File: src/rtl/tinyalu_result_collector.sv
// rtl/tinyalu_result_collector.sv - TinyALU pin observer pairing operations with results into a record FIFO
// Optional result checker: define TINYALU_RESULT_CHECK_EN.
module tinyalu_result_collector #(
    parameter int DEPTH   = 4,
    parameter int TIMEOUT = 32,
    parameter int DROP_W  = 8
) (
    input  logic                     clk,
    input  logic                     reset,
    input  logic                     start,
    input  logic [2:0]               op,
    input  logic [7:0]               A,
    input  logic [7:0]               B,
    input  logic                     done,
    input  logic [15:0]              result,
    output logic                     rec_valid,
    input  logic                     rec_ready,
    output logic [2:0]               rec_op,
    output logic [7:0]               rec_a,
    output logic [7:0]               rec_b,
    output logic [15:0]              rec_result,
    output logic                     rec_timeout,
    output logic                     rec_mismatch,
    output logic [$clog2(DEPTH):0]   fifo_count,
    output logic [DROP_W-1:0]        drop_cnt
);

    localparam int AW    = $clog2(DEPTH);
    localparam int CW    = AW + 1;
    localparam int TW    = (TIMEOUT > 2) ? $clog2(TIMEOUT) : 1;
    localparam int REC_W = 3 + 8 + 8 + 16 + 1 + 1;

    typedef enum logic [1:0] {IDLE, BUSY, WAIT_LOW} state_t;

    state_t          state, state_nxt;
    logic [TW-1:0]   timer;
    logic [2:0]      cap_op;
    logic [7:0]      cap_a, cap_b;
    logic            capture, push, push_timeout, push_mis;
    logic [15:0]     push_result;
    logic [REC_W-1:0] push_rec, head;

    logic [REC_W-1:0] mem [DEPTH];
    logic [AW-1:0]   wr_ptr, rd_ptr;
    logic [CW-1:0]   count;
    logic            full, pop, accept;

    always_comb begin
        state_nxt    = state;
        capture      = 1'b0;
        push         = 1'b0;
        push_timeout = 1'b0;
        case (state)
            IDLE: begin
                if (start && op >= 3'd1 && op <= 3'd4) begin
                    capture   = 1'b1;
                    state_nxt = BUSY;
                end
            end
            BUSY: begin
                // done on the final timer cycle still wins over the timeout
                if (done) begin
                    push      = 1'b1;
                    state_nxt = WAIT_LOW;
                end else if (timer == TW'(TIMEOUT - 1)) begin
                    push         = 1'b1;
                    push_timeout = 1'b1;
                    state_nxt    = WAIT_LOW;
                end
            end
            WAIT_LOW: begin
                if (!start) state_nxt = IDLE;
            end
            default: state_nxt = WAIT_LOW;
        endcase
    end

    always_ff @(posedge clk) begin
        if (reset) begin
            state  <= WAIT_LOW;
            timer  <= '0;
            cap_op <= '0;
            cap_a  <= '0;
            cap_b  <= '0;
        end else begin
            state <= state_nxt;
            if (capture) begin
                cap_op <= op;
                cap_a  <= A;
                cap_b  <= B;
                timer  <= '0;
            end else if (state == BUSY) begin
                timer <= timer + TW'(1);
            end
        end
    end

    assign push_result = push_timeout ? 16'h0 : result;

`ifdef TINYALU_RESULT_CHECK_EN
    logic [15:0] expected;
    always_comb begin
        expected = 16'h0;
        case (cap_op)
            3'd1:    expected = {8'h0, cap_a} + {8'h0, cap_b};
            3'd2:    expected = {8'h0, cap_a & cap_b};
            3'd3:    expected = {8'h0, cap_a ^ cap_b};
            3'd4:    expected = {8'h0, cap_a} * {8'h0, cap_b};
            default: expected = 16'h0;
        endcase
    end
    assign push_mis = (result != expected) & ~push_timeout;
`else
    assign push_mis = 1'b0;
`endif

    assign push_rec = {cap_op, cap_a, cap_b, push_result, push_timeout, push_mis};

    assign full   = (count == CW'(DEPTH));
    assign pop    = (count != '0) && rec_ready;
    assign accept = push && (!full || pop);

    always_ff @(posedge clk) begin
        if (!reset && accept) mem[wr_ptr] <= push_rec;
    end

    always_ff @(posedge clk) begin
        if (reset) begin
            wr_ptr   <= '0;
            rd_ptr   <= '0;
            count    <= '0;
            drop_cnt <= '0;
        end else begin
            if (accept) wr_ptr <= wr_ptr + AW'(1);
            if (pop)    rd_ptr <= rd_ptr + AW'(1);
            if (accept && !pop)      count <= count + CW'(1);
            else if (!accept && pop) count <= count - CW'(1);
            if (push && !accept && drop_cnt != '1) drop_cnt <= drop_cnt + DROP_W'(1);
        end
    end

    // Head is masked so every record field reads 0 while the FIFO is empty
    assign head       = mem[rd_ptr];
    assign rec_valid  = (count != '0);
    assign fifo_count = count;
    assign {rec_op, rec_a, rec_b, rec_result, rec_timeout, rec_mismatch} =
        rec_valid ? head : '0;

endmodule

File: config.mk
export PLATFORM = sky130hd
export DESIGN_NAME = tinyalu_result_collector
export DESIGN_NICKNAME = d
export VERILOG_FILES = /design/src/rtl/tinyalu_result_collector.sv
export SDC_FILE = /design/constraint.sdc
export NUM_CORES = 1
export LEC_CHECK = 0
export CORE_MARGIN = 2
export CORE_UTILIZATION = 50
export DETAILED_ROUTE_END_ITERATION = 12
export PLACE_DENSITY = 0.79
export SETUP_SLACK_MARGIN = 0.02
export SKIP_CTS_REPAIR_TIMING = 1
export SYNTH_ARGS = -nofsm -noshare
export SYNTH_HDL_FRONTEND = slang
export SYNTH_SLANG_ARGS = --single-unit
export TNS_END_PERCENT = 50
File: constraint.sdc
create_clock -name clk -period 2.5 [get_ports clk]
set_clock_uncertainty 0.05 [all_clocks]
set_input_delay 0.5 -clock clk [delete_from_list [all_inputs] [get_ports clk]]
set_output_delay 0.5 -clock clk [all_outputs]
set_load 0.02 [all_outputs]
== Word level (Yosys, flattened, before mapping) ==
Memories as Yosys holds them, arrays and structs flattened. A register that Yosys moved wholly into a read port is not among the register bits.
Index checks and enable logic that the tools add are counted.
Widths: inputs -> output; s select.

* Register bits after elaboration: 41
* Bits of input ports: 40
* Output and inout port bits: 49
* Logic and storage cells: 65
* Memory bits (writable): 144
* Memories: 1

* Add/sub/neg operators: 6
* $lt $le $gt $ge: 2
* Reduce and logical (&&, ||, !) cells: 19
* Equal/unequal tests: 8
* Multiplexer cells: 20

{| class="wikitable"
|+ Memory list
! name !! depth !! width !! read ports !! clocked after Yosys merged registers in !! wr ports !! line !! text
|-
| mem || 4 || 36 || 1 || 1 || 1 || 43 || <nowiki>logic [REC_W-1:0] mem [DEPTH];</nowiki>
|}

{| class="wikitable"
|+ Operators by type and width
! cell !! number
|-
| $mux 37 || 1
|-
| $mux 16 || 1
|-
| $mux 2 || 6
|-
| $logic_and 1x1->1 || 9
|-
| $mux 1 || 9
|-
| $add 8x1->8 const B || 1
|-
| $ne 8x8->1 const B || 1
|-
| $mux 3 || 2
|-
| $pmux 2 s3 || 1
|-
| $add 5x1->5 const B || 1
|-
| $eq 5x5->1 const B || 1
|-
| $add 2x1->2 const B || 2
|-
| $logic_not 1->1 || 4
|-
| $ne 2x2->1 const B || 2
|-
| $add 3x1->3 const B || 1
|-
| $eq 3x3->1 const B || 1
|-
| $ge 3x1->1 const B || 1
|-
| $le 3x3->1 const B || 1
|-
| $ne 3x3->1 const B || 1
|-
| $reduce_and 3->1 || 1
|-
| $reduce_bool 3->1 || 1
|-
| $sub 3x1->3 const B || 1
|-
| $eq 2x1->1 const B || 1
|-
| $eq 2x2->1 const B || 1
|-
| 4 further kinds || 4
|}

== Depth between registers and ports, before layout ==
Gate-level depths: netlist of run 1.

* Word-level depth: 9
* Depth in mapped cells: 11
* Mapped depth without buffers: 11

== Worst setup path after synthesis of run 1 ==
Ideal clock, no wire load.

* Path type: flip-flop to flip-flop
* Start point: reg timer[0]
* End point: mem mem[0][0] in the netlist's numbering, enable pin
* Required time: 2,053 ps
* Stages on the path, launching flop included: 7
* Path slack: -88 ps
* Library setup time: 397 ps
* Arrival: 2,141 ps
* Path buffers: 0
* Clock period less this slack: 2,588 ps
* Path through: dfxtp_1 ha_1 and3_1 ha_1 nor2_1 nor3_2 and3_1

* Word-level cells in the longest chain between the ends: 8

{| class="wikitable"
|+ RTL lines
! what !! line !! text
|-
| from (decl) || 36 || <nowiki>logic [TW-1:0] timer;</nowiki>
|-
| from (signal assigned) || 93 || <nowiki>timer <= timer + TW'(1);</nowiki>
|-
| $eq 5x5->1 || 65 || <nowiki>end else if (timer == TW'(TIMEOUT - 1)) begin</nowiki>
|-
| $mux 1 || 65 ||
|-
| $mux 1 || 62 || <nowiki>if (done) begin</nowiki>
|-
| $mux 1 || 53 || <nowiki>case (state)</nowiki>
|-
| $logic_and 1x1->1 || 121 || <nowiki>assign accept = push && (!full || pop);</nowiki>
|-
| $logic_and 1x1->1 || 124 || <nowiki>if (!reset && accept) mem[wr_ptr] <= push_rec;</nowiki>
|-
| $mux 1 || 124 ||
|-
| $mux 1 (not written as such) || 124 ||
|-
| to (decl) || 43 ||
|}

No other way between the ends.

== Final worst setup path of run 1 ==
* Start point: reg timer[0]
* End point: reg count[2] (netlist: fifo_count[2])

* Word-level cells in the longest chain between the ends: 8
* Elaborated cells on any way between the ends: 10
* Classes of those cells: eq/ne (1); mux (4); reduce/logical (5)

{| class="wikitable"
|+ RTL lines
! what !! line !! text
|-
| $eq 5x5->1 * || 65 ||
|-
| $mux 1 * || 65 ||
|-
| $mux 1 * || 62 ||
|-
| $mux 1 * || 53 ||
|-
| $logic_and 1x1->1 * || 121 ||
|-
| $logic_not 1->1 || 137 || <nowiki>else if (!accept && pop) count <= count - CW'(1);</nowiki>
|-
| $logic_and 1x1->1 || 137 ||
|-
| $reduce_bool 2->1 (no line) || - ||
|-
| to (signal assigned) || 136 || <nowiki>if (accept && !pop) count <= count + CW'(1);</nowiki>
|-
| to (signal assigned) || 137 ||
|-
| to (decl) || 45 || <nowiki>logic [CW-1:0] count;</nowiki>
|}

Mark *: on every way between the ends. The rest lies on a longest branch, timed or not.
A chain may end at the register's enable or synchronous reset.

==> impl_results.md, run 1 <==
* Critical path startpoint category: flip-flop
* FF-to-FF Start: timer[0]
* Worst Path Buf+Inv at 1
* Std-Cell Rows at 44
* Tmin final at 2550 ps
* DRT iter0 DRCs at 319
* Largest net degree at the start of global routing at 38
* Crit path setup slack, layout at -45.9 ps
* XOR/XNOR share of the synthesized area at 0.0107
* Final worst-path cycle share at 1.02
* Skew-Pair Late Insertion Delay at 430 ps
* CP top delay family: adder cells
* Die height at 125 µm
* Cts bufs inserted at 17
* Vias at 4038
* Hold Crit Class: flip-flop to flip-flop
* Die footprint at 0.0157 mm²
* WS Path Type: flip-flop to flip-flop
* Pwr dens at 927 mW/mm²
* Synthesized netlist cell count at 437
* WP data arrival at 2860 ps
* CP Cell Sequence: ha_1 -> and3_1 -> ha_1 -> nor2_1 -> nor3_2 -> ha_1 -> inv_1 -> fa_1 -> xor2_1 -> or3_1 -> a21oi_1
* GRT Util Overall at 0.191
* Nets at 603
* Vias per inst at 5.38
* Crit. Startpoint: timer[0]
* Unique masters post-synth at 35
* Mux cell area share after synthesis at 0.140
* Failing checks: setup timing
* Clock power frac at 0.327
* Commonest cells in the netlist: edfxtp_1, dfxtp_1, and2_1, mux4_2, nor2_1
* Max VDD drop at 597 µV
* Final Slew Violations at 0
* Combinational share of power at 0.278
* Hold_sp: timer[1]
* Synth area leaders: edfxtp_1, dfxtp_1, mux4_2
* Sw Ratio at 0.270
* Gr ovfl total at 0
* Cell with the most instances after synthesis: edfxtp_1
* First-pass GRT wire length at 22500 µm
* Clock Path Buffers at 2
* Status: finished, violations left
* Core area at 0.0145 mm²
* Seq/Total Area, Yosys at 0.705
* Detailed Place HPWL at 8750 µm
* Synthesis warning total at 0
* Flop pwr share at 0.395
* Starting density of the core at 0.508
* Synth top area share at 0.588
* H-tree depth at 4
* Mapped Nets at 486
* Final Hold Fails at 0
* RSZ-0062 raised after global routing: true
* Most area-hungry cell type in the Yosys netlist: edfxtp_1
* Clk root buf: clkbuf_16
* IO Port Bufs at 87
* I/O pin total at 89
* Post-synthesis adder-cell area fraction at 0.0163
* Synth Area in Simple Gates at 0.0954
* Setup crit end kind: flip-flop
* Final wirelength at 14300 µm
* Net Sw Power at 2.35 mW
* #FFs+latches synth at 187
* CP max-delay cell: dfxtp_1
* R2R Setup Slk at -50 ps
* Post-synth EDFFs at 144
* Clock sinks at 187
* Layout cell share with drive strength beyond 1 at 0.229
* Post-Syn Area at 0.00736 mm²
* Largest family of logic cells by synthesized area: multiplexers
* Synthesis-to-layout area growth at 27.8%
* Worst-path clk slew at 70 ps
* Fill cells at 990
* Post-synth ARST share at 0
* Die Width at 125 µm
* Worst Hold Slack at 447 ps
* Antenna violations before repair at 1
* Vias in the first global route at 4233
* Antenna Cells at 0
* Cell internal pwr at 6.37 mW
* CTS tree: built
* Final setup fails at 2
* Slowest cell delay on critical path at 380 ps
* Wirelength per Cell at 19.0 µm
* Leak at 3.69 nW
* Gp weighted congestion at 0.800
* Syn_area_per_cell at 16.8 µm²
* Fmax at 393 MHz
* CP max FO at 3
* DRC viols at 0
* Post-synth top flop: edfxtp_1
* Area fraction in compound gates after synthesis at 0.0172
* Worst EP required at 2810 ps
* Total power at 8.72 mW
* MaxCap Viol Count at 0
* CP most frequent cell: ha_1
* Total iterations of the first detailed-routing run at 5
* Remaining antenna violation count at 0
-- worst reg2reg max path, delay by kind of cell, from the launching register on --
| kind | cells | cell delay (ps) |
|---|---|---|
| AOI/OAI and AO/OA | 1 | 140 |
| DFF | 1 | 380 |
| xor gates and xnor gates | 1 | 160 |
| buffers and inverters | 1 | 60 |
| adders and majority gates | 4 | 970 |
| and+or+nand+nor | 4 | 740 |
-- flip-flops by register name, summed over array words and instances (netlist names), named ones only --
name	count
cap_a	8
cap_b	8
cap_op	3
drop_cnt	8
fifo_count	3
mem	144
rd_ptr	2
state	2
timer	5
wr_ptr	2
-- power by group through the flow --
stage,Sequential (mW),Clock [mW],Combinational [mW]
after floorplan,3.52,0,1.33
after global placement,3.50,0,2.48
after detailed placement,3.50,0,2.49
after CTS,3.44,2.89,2.50
after global routing,3.45,3.02,2.60
final,3.44,2.85,2.42
-- final cells by class --
class	count	area (µm²)	share of cell area
Clock buffer	20	437	0.0465
Clock inverter	12	196	0.0209
Inverter	5	18.8	0.00200
Multi-Input combinational cell	224	2080	0.221
Sequential cell	187	5190	0.552
Tap cell	184	230	0.0245
Timing Repair Buffer	119	1250	0.133
-- per-stage QoR --
step	utilization	setup WS, ps	TNS [ps]	area, µm²	instances
after floorplan	-	-86.7	-6240	7360	437
after global placement	0.601	-73.2	-73.2	8700	713
after detailed placement	0.601	-192	-198	8700	713
after CTS	0.645	-361	-11080	9330	745
after global routing	0.649	-177	-808	9400	751
final	0.649	-45.9	-49.6	9400	751
-- cell usage in the layout, fill, tap and decap left out, drive strengths merged, types with 6 or more instances in the layout --
cell,netlist,layout
edfxtp,144,144
clkdlybuf4s50,0,50
dfxtp,43,43
buf,8,40
mux4,36,36
and2,36,36
nor2,34,34
clkbuf,13,29
mux2i,22,22
dlymetal6s2s,0,20
nor2b,17,17
nand2,11,11
a21oi,10,10
ha,8,8
o21ai,7,7
xor2,7,7
or3,7,7
and3,6,6
-- final timing paths --
kind         cells past startpoint            end
min reg2reg                      2       timer[1]
min                              2       timer[1]
max reg2reg                     11  fifo_count[2]
max                             11  fifo_count[2]
-- per-layer routing --
metal / global-route usage / up-vias / share of wire
met1: 0.240 / 2018 / 0.42
met3: 0.0552 / 16 / 0.051
met4: 0.0542 / 0 / 0.013
met2: 0.326 / 123 / 0.52
met5: 0 / - / 0
li1: - / 1881 / -
-- logic make-up after synthesis --
kind of cell,after synthesis
DFF,187
other,1
AOI/OAI and AO/OA,21
buffers and inverters,26
adders and majority gates,9
xor gates and xnor gates,9
muxes,58
and+or+nand+nor,126
Power figures use the tool's default switching activity.
==> inputs of run 2 (changes only) <==
--- a/config.mk
+++ b/config.mk
@@ -8,6 +8,7 @@
 export CORE_MARGIN = 2
 export CORE_UTILIZATION = 50
 export DETAILED_ROUTE_END_ITERATION = 12
+export HOLD_SLACK_MARGIN = 0.03
 export PLACE_DENSITY = 0.79
 export SETUP_SLACK_MARGIN = 0.02
 export SKIP_CTS_REPAIR_TIMING = 1
==> results of run 2 <==
The final DEF is identical to that of run 1; final timing and power are the same.
